**src/rtl/counter_pkg.sv**
```systemverilog
// rtl/counter_pkg.sv - shared types and constants for the counter run arbiter
package counter_pkg;

  typedef enum logic [1:0] {
    IDLE = 2'd0,
    RUN  = 2'd1,
    DONE = 2'd2
  } state_t;

  localparam logic DIR_UP   = 1'b0;
  localparam logic DIR_DOWN = 1'b1;

endpackage

```
**src/rtl/rr_arbiter.sv**
```systemverilog
// rtl/rr_arbiter.sv - combinational round-robin one-hot grant
// Searches upward from the slot after i_last, wrapping modulo N.
module rr_arbiter #(
  parameter int N  = 4,
  parameter int IW = $clog2(N)
) (
  input  logic [N-1:0]  i_req,
  input  logic [IW-1:0] i_last,
  output logic [N-1:0]  o_gnt
);

  logic          w_found;
  logic [IW-1:0] w_idx;

  always_comb begin
    o_gnt   = '0;
    w_found = 1'b0;
    w_idx   = '0;
    for (int k = 1; k <= N; k++) begin
      w_idx = IW'((int'(i_last) + k) % N);
      if (!w_found && i_req[w_idx]) begin
        o_gnt[w_idx] = 1'b1;
        w_found      = 1'b1;
      end
    end
  end

endmodule

```
**src/rtl/counter_run_arbiter.sv**
```systemverilog
// rtl/counter_run_arbiter.sv - time-shares one up/down counter among NREQ requesters
// Each accepted command steps the counter once per unheld cycle, then pulses done.
module counter_run_arbiter
  import counter_pkg::*;
#(
  parameter int NREQ  = 4,
  parameter int CNT_W = 3,
  parameter int LEN_W = 4,
  localparam int IW   = $clog2(NREQ)
) (
  input  logic                  clk,
  input  logic                  reset,
  input  logic [NREQ-1:0]       req_valid,
  input  logic [NREQ-1:0]       req_dir,
  input  logic [NREQ*LEN_W-1:0] req_len,
  output logic [NREQ-1:0]       req_ready,
  input  logic                  run_hold,
  output logic [CNT_W-1:0]      cnt_value,
  output logic                  busy,
  output logic [IW-1:0]         grant_id,
  output logic                  done_valid,
  output logic [IW-1:0]         done_id
);

  state_t           r_state, w_next;
  logic [CNT_W-1:0] r_cnt;
  logic             r_dir;
  logic [LEN_W-1:0] r_rem;
  logic [IW-1:0]    r_grant;
  logic [IW-1:0]    r_last;

  logic [NREQ-1:0]  w_gnt;
  logic             w_accept;
  logic             w_step;
  logic [IW-1:0]    w_sel;
  logic             w_sel_dir;
  logic [LEN_W-1:0] w_sel_len;

  rr_arbiter #(.N(NREQ), .IW(IW)) u_arb (
    .i_req  (req_valid),
    .i_last (r_last),
    .o_gnt  (w_gnt)
  );

  assign req_ready = (r_state == IDLE) ? w_gnt : '0;
  assign w_accept  = |(req_valid & req_ready);
  assign w_step    = (r_state == RUN) && !run_hold;

  always_comb begin
    w_sel     = '0;
    w_sel_dir = DIR_UP;
    w_sel_len = '0;
    for (int i = 0; i < NREQ; i++) begin
      if (req_ready[i]) begin
        w_sel     = IW'(i);
        w_sel_dir = req_dir[i];
        w_sel_len = req_len[i*LEN_W +: LEN_W];
      end
    end
  end

  always_ff @(posedge clk) begin
    if (reset) r_state <= IDLE;
    else       r_state <= w_next;
  end

  always_comb begin
    w_next = r_state;
    case (r_state)
      IDLE:    if (w_accept) w_next = (w_sel_len != '0) ? RUN : DONE;
      RUN:     if (w_step && r_rem == LEN_W'(1)) w_next = DONE;
      DONE:    w_next = IDLE;
      default: w_next = IDLE;
    endcase
  end

  // The counter value deliberately survives between runs; only reset clears it.
  always_ff @(posedge clk) begin
    if (reset) begin
      r_cnt   <= '0;
      r_dir   <= DIR_UP;
      r_rem   <= '0;
      r_grant <= '0;
      r_last  <= IW'(NREQ - 1);
    end else begin
      if (w_accept) begin
        r_grant <= w_sel;
        r_dir   <= w_sel_dir;
        r_rem   <= w_sel_len;
        r_last  <= w_sel;
      end
      if (w_step) begin
        r_cnt <= (r_dir == DIR_DOWN) ? r_cnt - 1'b1 : r_cnt + 1'b1;
        r_rem <= r_rem - 1'b1;
      end
    end
  end

  assign cnt_value  = r_cnt;
  assign busy       = (r_state != IDLE);
  assign grant_id   = r_grant;
  assign done_valid = (r_state == DONE);
  assign done_id    = r_grant;

endmodule

```
**config.mk**
```make
export PLATFORM = sky130hd
export DESIGN_NAME = counter_run_arbiter
export DESIGN_NICKNAME = d
export VERILOG_FILES = /design/src/rtl/counter_pkg.sv /design/src/rtl/rr_arbiter.sv /design/src/rtl/counter_run_arbiter.sv
export SDC_FILE = /design/constraint.sdc
export NUM_CORES = 1
export LEC_CHECK = 0
export ABC_CLOCK_PERIOD_IN_PS = 3200
export CAP_MARGIN = 20
export CORE_MARGIN = 3
export CORE_UTILIZATION = 40
export DETAILED_ROUTE_END_ITERATION = 16
export PLACE_DENSITY = 0.71
export SLEW_MARGIN = 0
export SYNTH_ARGS = -nofsm -noshare
export SYNTH_HDL_FRONTEND = slang
export SYNTH_SLANG_ARGS = --single-unit
```
**constraint.sdc**
```tcl
create_clock -name clk -period 3.2 [get_ports clk]
set_clock_uncertainty 0.2 [all_clocks]
set_input_delay 0.64 -clock clk [delete_from_list [all_inputs] [get_ports clk]]
set_output_delay 0.64 -clock clk [all_outputs]
set_load 0.005 [all_outputs]
```
Word level (Yosys, flattened, before mapping)
Cells that the tools add are included.
{"block": "totals", "input_bits": 27, "reg_bits": 14, "out_inout_bits": 13, "elab_cells": 91}
{"block": "classes", "bitwise": 4, "n_addsub": 7, "n_mux": 42, "magnitude_cmp": 8, "eq_ne": 5, "n_reduce_logical": 19}
{"cell": "$mux 4", "count": 11}
{"cell": "$mux 1", "count": 16}
{"cell": "$lt 2x3->1 const B", "count": 4}
{"cell": "$or 4x4->4", "count": 3}
{"cell": "$mux 2", "count": 5}
{"cell": "$logic_and 1x1->1", "count": 9}
{"cell": "$bmux 1 s2", "count": 4}
{"cell": "$demux 1 s2", "count": 4}
{"cell": "$ge 2x1->1 const B", "count": 4}
{"cell": "$add 2x1->2 const B", "count": 2}
{"cell": "$add 2x2->2 const B", "count": 2}
{"cell": "$and 4x4->4", "count": 1}
{"cell": "$eq 4x1->1 const B", "count": 1}
{"cell": "$logic_not 1->1", "count": 4}
{"cell": "$pmux 2 s2", "count": 1}
{"cell": "$reduce_bool 2->1", "count": 2}
{"cell": "$reduce_bool 4->1", "count": 1}
{"cell": "$reduce_or 4->1", "count": 1}
{"cell": "$sub 4x1->4 const B", "count": 1}
{"cell": "$add 3x1->3 const B", "count": 1}
{"cell": "$mux 3", "count": 1}
{"cell": "$sub 3x1->3 const B", "count": 1}
{"cell": "$eq 2x1->1 const B", "count": 1}
{"cell": "$eq 2x2->1 const B", "count": 1}
{"cell": "4 further kinds", "count": 4}

Depth between registers and ports, before layout
Gate-level depths: netlist of the first run.
{"block": "depth", "ltp_word": 22, "mapped_depth": 13, "depth_no_buf": 11}

Hierarchy
From an unflattened synthesis of the first run, not the netlist that was laid out.
{"block": "hier_totals", "cells_unflattened": 151, "hier_area_um2": 1285.0}
{"mod": "counter_run_arbiter", "seq_area_each_um2": 280.3, "cells_per_inst": 113, "area_per_inst_um2": 927.1, "instances": 1}
{"mod": "rr_arbiter", "seq_area_each_um2": 0.0, "cells_per_inst": 38, "area_per_inst_um2": 357.8, "instances": 1}

Least setup slack after synthesis of the first run
No wires, ideal clock.
{"block": "synth_path", "path_type": "register to register", "startpoint": "register r_last[0]", "endpoint": "register r_last[0]", "setup_slack_ns": -0.254, "path_stages_with_launch": 13, "required_time_ns": 2.878, "arrival_ns": 3.133, "path_buffers": 2, "setup_ns": 0.122, "cell_sequence": "dfxtp_1 buf_6 inv_1 ha_1 mux2_2 or4b_1 a311o_1 a21oi_2 a222oi_1 a21boi_4 buf_6 a211oi_2 o21bai_1"}
{"block": "synth_between", "elab_chain_cells": 17, "word_cells_on_any_way": 54, "cone_classes": "add/sub: 4; order compare: 8; mux: 27; bitwise: 4; reduce/logical: 11"}
{"element": "from (decl)", "line": "counter_run_arbiter.sv:30", "source": "logic [IW-1:0] r_last;"}
{"element": "from (signal assigned)", "line": "counter_run_arbiter.sv:84", "source": "r_last <= IW'(NREQ - 1);"}
{"element": "from (signal assigned)", "line": "counter_run_arbiter.sv:90", "source": "r_last <= w_sel;"}
{"element": "parallel branches: the longest is 12 deep, another holds $lt 2x3->1"}
{"element": "$mux 4 (*)", "line": "rr_arbiter.sv:21", "source": "if (!w_found && i_req[w_idx]) begin"}
{"element": "$mux 4 (*)", "line": "counter_run_arbiter.sv:45", "source": "assign req_ready = (r_state == IDLE) ? w_gnt : '0;"}
{"element": "via req_ready[1]", "line": "counter_run_arbiter.sv:16", "source": "output logic [NREQ-1:0] req_ready,"}
{"element": "$mux 1", "line": "counter_run_arbiter.sv:54", "source": "if (req_ready[i]) begin"}
{"element": "$mux 2 (2 in a row)", "line": "counter_run_arbiter.sv:54"}
Mark *: on every way through the listed nets, which the timed path passes. The select of a mux whose other input is x is not followed.
A chain may end at the register's enable or synchronous reset.

Worst setup path in the final report of the first run
{"block": "layout_path", "startpoint": "register r_last[1]", "endpoint": "register r_grant[0], in the netlist done_id[0]"}
{"block": "layout_between", "elab_chain_cells": 17, "word_cells_on_any_way": 54, "cone_classes": "add/sub: 4; order compare: 8; mux: 27; bitwise: 4; reduce/logical: 11"}
{"element": "parallel branches: the longest is 12 deep, another holds $lt 2x3->1"}
{"element": "$mux 4 (*)", "line": "rr_arbiter.sv:21"}
{"element": "$mux 4 (*)", "line": "counter_run_arbiter.sv:45"}
{"element": "$mux 1", "line": "counter_run_arbiter.sv:54"}
{"element": "$mux 2 (2 in a row)", "line": "counter_run_arbiter.sv:54"}
{"element": "to (signal assigned)", "line": "counter_run_arbiter.sv:87", "source": "r_grant <= w_sel;"}
{"element": "to (decl)", "line": "counter_run_arbiter.sv:29", "source": "logic [IW-1:0] r_grant;"}
Mark *: on every way between the ends. The select of a mux whose other input is x is not followed.

==> impl_metrics.env, run 1 <==
export IMPL_maxSlewHeadroom_pct=73.4
export IMPL_synth_compound_area_share_pct=27.9
export IMPL_synthSimpleGateAreaFrac_pct=21.5
export IMPL_cts_tree="built"
export IMPL_cts_sinks=14
export IMPL_root_buffer="clkbuf_4"
export IMPL_synth_edff_count=0
export IMPL_track_usage_pct=23.2
export IMPL_ys_types=59
export IMPL_ir_drop_v=0.000737
export IMPL_h_tree_depth=1
export IMPL_required_ns=3.17
export IMPL_final_hold_viol_count=0
export IMPL_grt_pass1_wl_um=7870
export IMPL_yosys_most_used_dff="dfxtp_1"
export IMPL_max_freq_mhz=285
export IMPL_yosys_mux_area_fraction_pct=10.3
export IMPL_violations="negative setup slack"
export IMPL_synth_top_family_by_area="compound AO/OA/AOI/OAI gates"
export IMPL_drive_gt1_share_pct=45.3
export IMPL_netlist_area_mm2=0.00142
export IMPL_yosysTopAreaCellShare_pct=19.7
export IMPL_cp_num_buf_inv=7
export IMPL_yosys_warnings=0
export IMPL_num_antenna_cells=0
export IMPL_synth_nets=198
export IMPL_hpwl_um=3390
export IMPL_drt_iter0_drc=96
export IMPL_final_cells=302
export IMPL_cts_hold_buffers=0
export IMPL_hp_class="register to register"
export IMPL_path_cells="inv_2 > ha_4 > mux4_2 > buf_6 > a21oi_4 > a2111oi_4 > a31oi_2 > inv_2 > buf_6 > a222oi_1 > buf_4 > a21boi_4 > buf_4 > buf_6 > nor2b_1 > nor3_1"
export IMPL_synthArstFlopShare_pct=0
export IMPL_ys_ff_latch=14
export IMPL_maxCapViolCount=0
export IMPL_finalSetupViolations=15
export IMPL_slowest_delay_ns=0.55
export IMPL_initial_utilization_pct=42.0
export IMPL_vias=1679
export IMPL_reg2reg_setup_slack_ns=-0.31
export IMPL_clk_latency_ns=0.28
export IMPL_die_width_um=65.7
export IMPL_drc=0
export IMPL_path_class="register to register"
export IMPL_critPathTopFamily="compound AO/OA/AOI/OAI gates"
export IMPL_yosys_area_top_type="dfxtp_1"
export IMPL_wl_um=5230
export IMPL_numCtsBuffers=3
export IMPL_rows=21
export IMPL_viasPerCell=5.56
export IMPL_crit_top_cell="buf_6"
export IMPL_gr_total_overflow=0
export IMPL_crit_fanout=4
export IMPL_p_leak_uw=0.00105
export IMPL_tightest_slew_ns=0.395
export IMPL_seq_area_frac_synth_pct=19.7
export IMPL_synthCells=160
export IMPL_synthAdderAreaFrac_pct=10.2
export IMPL_grt_pass1_vias=1660
export IMPL_critPathArrivalTime_ns=3.49
export IMPL_critPathLaunchType="register"
export IMPL_yosys_top_cells_count="dfxtp_1, inv_1, nand2_1"
export IMPL_place_congestion=0.883
export IMPL_synthTopCellsByArea="dfxtp_1, ha_1, mux4_2"
export IMPL_syn2layout_area_growth_pct=76.0
export IMPL_final_net_count=296
export IMPL_layout_min_cycle_time_ns=3.51
export IMPL_clkTransAtPathRegs_ns=0.08
export IMPL_coreArea_mm2=0.00339
export IMPL_rsz0062_at_grt="true"
export IMPL_die_area_mm2=0.00431
export IMPL_drv_slew=0
export IMPL_timing_final_ws_setup_ns=-0.315
export IMPL_yosysMostFrequentCell="dfxtp_1"
export IMPL_wl_per_cell_um=17.3
export IMPL_status="finished with violations"
export IMPL_cts_max_path_buffers=2
export IMPL_p_per_area_mw_per_mm2=1290
export IMPL_grt_max_degree=16
export IMPL_ioPinCount=40
export IMPL_grt_antenna_before_repair=0
export IMPL_port_buffer_count=39
export IMPL_antenna_left=0
export IMPL_crit_slowest_cell="mux4_2"
export IMPL_dpl_cell_count=275
export IMPL_drt_first_pass_iters=4
export IMPL_synth_xor_area_share_pct=2.46
export IMPL_tns_ns=-2.89
export IMPL_min_period_over_period_pct=110
export IMPL_end_kind="register"
export IMPL_avgSynthCellArea_um2=8.90
export IMPL_die_h_um=65.7
[final timing paths]
kind	startpoint	end	cells past startpoint
setup / recovery	r_last[1]$_SDFFE_PP1P_	done_id[0]$_SDFFE_PP0P_	16
hold / removal	done_id[1]$_SDFFE_PP0P_	done_id[1]$_SDFFE_PP0P_	2
setup reg to reg	r_last[1]$_SDFFE_PP1P_	done_id[0]$_SDFFE_PP0P_	16
hold reg to reg	done_id[1]$_SDFFE_PP0P_	done_id[1]$_SDFFE_PP0P_	2
[worst register-to-register path, cell delays in order, from the launching register on]
cell       delay [ns]
dfxtp_2          0.35
inv_2            0.05
ha_4             0.29
mux4_2           0.55
buf_6            0.15
a21oi_4          0.14
a2111oi_4        0.08
a31oi_2          0.23
inv_2            0.07
buf_6            0.12
a222oi_1         0.28
buf_4            0.19
a21boi_4         0.27
buf_4            0.16
buf_6            0.08
nor2b_1          0.13
nor3_1           0.06
[layer usage]
layer  up-vias  global-route usage, %  wire length [um]
met4         0                   7.25               150
li1        787                      -                 -
met5         -                      0                 0
met3        15                   1.37               235
met2        74                   40.6              2670
met1       803                   30.1              2170
[state kept, by name, indices dropped and copies added, names as in the netlist]
register   count
r_rem          4
r_dir          1
r_state        2
done_id        2
cnt_value      3
r_last         2
[placed cells by master (no fill, tap or decap), types with 2 or more instances in the layout]
master           count
or3_1                4
a21oi_1              8
clkbuf_4             3
clkdlybuf4s50_1     31
ha_1                 9
mux2i_1              3
o31ai_1              2
dfxtp_2              2
o31ai_2              2
nand3b_1             2
nand2_1             13
inv_1                9
inv_2                3
clkdlybuf4s15_2      3
nor2_1               8
a21oi_2              3
mux4_2               4
a31oi_1              2
o21ai_0              2
buf_2                2
nand3_1              3
a311oi_2             3
buf_6               16
a21oi_4              2
buf_4               47
dfxtp_1             12
nor2b_1              3
mux2_4               2
nand2b_1             3
a2111oi_4            2
o21ai_2              2
xor2_1               2
and3_1               2
and2_1               2
xnor2_1              2
a211oi_2             3
[area by class of cell]
type | instances | area, um^2
tap | 46 | 57.6
fill | 235 | 883
multi-input combinational | 125 | 1180
timing repair buffer | 100 | 907
clock buffer | 3 | 22.5
inverter | 14 | 55.1
sequential | 14 | 283
[per-stage QoR]
step                power (uW)  hold slack (ns)  setup WS [ns]  util [%]  area (um^2)
global placement          2190            0.254         -0.617      62.5         2120
CTS                       2770            0.285         -0.158      69.1         2340
global route              3400            0.318         -0.455      73.9         2510
floorplan                 1410            0.264         -0.102         -         1440
finish                    3230            0.282         -0.315      73.9         2510
detailed placement        2240            0.274         -0.696      62.5         2120
[kinds of logic after synthesis]
family | after synthesis
XOR/XNOR | 4
flip-flops | 14
buffers and inverters | 21
adder cells (fa/ha/maj) | 11
AO/OA/AOI/OAI | 47
multiplexers | 9
AND/OR/NAND/NOR | 54
[power by group]
part           switching, uW  total (uW)  internal, uW
combinational           1300        2840          1540
sequential              44.8         285           240
clock                   58.6         102          43.8
[timing repair]
| action | in CTS | in global routing |
|---|---|---|
| endpoints found under the hold margin | 0 | 0 |
| setup endpoints to repair | 15 | 15 |
| setup buffers | 17 | 11 |
| gates resized for setup | 54 | 25 |
| pin swaps | 18 | 21 |
No activity file was read; power rests on OpenSTA's default activity.
==> inputs of run 2 (changes only) <==
--- a/config.mk
+++ b/config.mk
@@ -8,9 +8,9 @@
 export ABC_CLOCK_PERIOD_IN_PS = 3200
 export CAP_MARGIN = 20
 export CORE_MARGIN = 3
-export CORE_UTILIZATION = 40
+export CORE_UTILIZATION = 43
 export DETAILED_ROUTE_END_ITERATION = 16
-export PLACE_DENSITY = 0.71
+export PLACE_DENSITY = 0.73
 export SLEW_MARGIN = 0
 export SYNTH_ARGS = -nofsm -noshare
 export SYNTH_HDL_FRONTEND = slang
==> impl_metrics.env, run 2 (synthesized netlist as in run 1, its figures left out) <==
export IMPL_status="finished with violations"
export IMPL_violations="negative setup slack"
export IMPL_hpwl_um=3380
export IMPL_maxSlewHeadroom_pct=71.0
export IMPL_min_period_over_period_pct=110
export IMPL_syn2layout_area_growth_pct=69.5
export IMPL_grt_pass1_wl_um=7640
export IMPL_vias=1605
export IMPL_num_antenna_cells=0
export IMPL_cts_hold_buffers=0
export IMPL_path_class="register to register"
export IMPL_critPathArrivalTime_ns=3.50
export IMPL_port_buffer_count=39
export IMPL_layout_min_cycle_time_ns=3.53
export IMPL_critPathLaunchType="register"
export IMPL_largest_reg_flops=4
export IMPL_final_hold_viol_count=0
export IMPL_maxCapViolCount=0
export IMPL_wl_per_cell_um=15.7
export IMPL_regMostFlops="r_rem"
export IMPL_rsz0062_at_grt="true"
export IMPL_nFillCells=227
export IMPL_end_kind="register"
export IMPL_met2_length_um=2490
export IMPL_top_layer_used="met4"
export IMPL_final_cell_area_mm2=0.00241
export IMPL_track_usage_pct=23.8
export IMPL_initial_utilization_pct=45.9
export IMPL_dr_wl_met3_um=223
export IMPL_clk_latency_ns=0.28
export IMPL_tightest_slew_ns=0.436
export IMPL_final_net_count=295
export IMPL_die_h_um=63.5
export IMPL_finalSetupViolations=15
export IMPL_die_area_mm2=0.00404
export IMPL_final_cell_mix="buf_4, clkdlybuf4s50_1, nand2_1, dfxtp_1"
export IMPL_hp_class="register to register"
export IMPL_ir_drop_v=0.000833
export IMPL_cts_tree="built"
export IMPL_coreArea_mm2=0.00310
export IMPL_final_common_cell="buf_4"
export IMPL_drt_first_pass_iters=4
export IMPL_drv_slew=0
export IMPL_wl_met1_um=1890
export IMPL_grt_max_degree=17
export IMPL_drc=0
export IMPL_place_congestion=0.870
export IMPL_clkTransAtPathRegs_ns=0.08
export IMPL_required_ns=3.17
export IMPL_ioPinCount=40
export IMPL_p_leak_uw=0.00103
export IMPL_timing_final_ws_setup_ns=-0.327
export IMPL_root_buffer="clkbuf_4"
export IMPL_drt_iter0_drc=86
export IMPL_numCtsBuffers=3
export IMPL_drive_gt1_share_pct=40.2
export IMPL_cts_max_path_buffers=2
export IMPL_grt_antenna_before_repair=0
export IMPL_wl_um=4700
export IMPL_max_freq_mhz=284
export IMPL_gr_total_overflow=0
export IMPL_antenna_left=0
export IMPL_cts_sinks=14
export IMPL_viasPerCell=5.35
export IMPL_grt_pass1_vias=1674
export IMPL_crit_fanout=7
export IMPL_place_area_mm2=0.00212
export IMPL_h_tree_depth=1
export IMPL_place_ws_ns=-0.694
export IMPL_die_width_um=63.5
export IMPL_rows=20
export IMPL_p_per_area_mw_per_mm2=1240
-- run 2: changes by cell type in the layout (fill, tap and decap cells not counted), sizes merged --
cell,change
clkdlybuf4s15,-3
clkbuf,+1
buf,-2
dlygate4sd2,+4
-- run 2: report_power, final --
group / switching [uW] / internal (uW)
Sequential: 46.0 / 240
Combinational: 1160 / 1430
Clock: 54.9 / 69.2
-- run 2: what timing repair did --
action / CTS / global route
setup endpoints to repair: 15 / 15
buffers inserted: 19 / 3
pin swaps: 16 / 4
gates resized for setup: 41 / 5
-- run 2: layer usage --
layer / GRT usage (%) / vias up
li1: - / 784
met1: 27.1 / 758
met2: 43.7 / 55
met3: 2.50 / 8
met4: 11.3 / 0
met5: 0 / -
-- run 2: final cells by class --
class / count / area [um^2] / share of cell area [%]
Multi-Input combinational cell: 125 / 1140 / 47.2
Timing Repair Buffer: 99 / 848 / 35.1
Sequential cell: 14 / 283 / 11.7
Tap cell: 44 / 55.1 / 2.28
Inverter: 14 / 52.6 / 2.18
Clock buffer: 4 / 36.3 / 1.50
-- run 2: path summary, 6_finish.rpt --
path | startpoint | endpoint | slack, ns | depth (start not counted)
max | r_last[0]$_SDFFE_PP1P_ | r_rem[3]$_SDFFE_PP0P_ | -0.33 | 14
min | done_id[1]$_SDFFE_PP0P_ | done_id[1]$_SDFFE_PP0P_ | 0.30 | 2
max reg2reg | r_last[0]$_SDFFE_PP1P_ | r_rem[3]$_SDFFE_PP0P_ | -0.33 | 14
min reg2reg | done_id[1]$_SDFFE_PP0P_ | done_id[1]$_SDFFE_PP0P_ | 0.30 | 2
-- run 2: per-stage QoR --
step           utilization [%]  TNS [ns]  total power, uW  std cells  hold WS [ns]
2_1_floorplan                -    -0.508             1410        160         0.264
3_3_place_gp              68.5     -8.21             2180        276         0.266
3_5_place_dp              68.5     -8.82             2240        276         0.273
4_1_cts                   76.3     -1.94             2790        297         0.285
5_1_grt                   77.8     -4.84             3210        300         0.321
6_report                  77.8     -3.42             3000        300         0.305
-- run 2: critical path: stages (launching register included) --
cell,delay [ns]
dfxtp_2,0.35
inv_2,0.05
ha_4,0.28
mux4_2,0.56
buf_6,0.16
a21oi_4,0.11
a2111oi_2,0.09
a31oi_1,0.23
inv_1,0.10
buf_6,0.13
a222oi_1,0.34
a21boi_4,0.39
buf_4,0.19
nand2b_1,0.15
a31oi_1,0.09
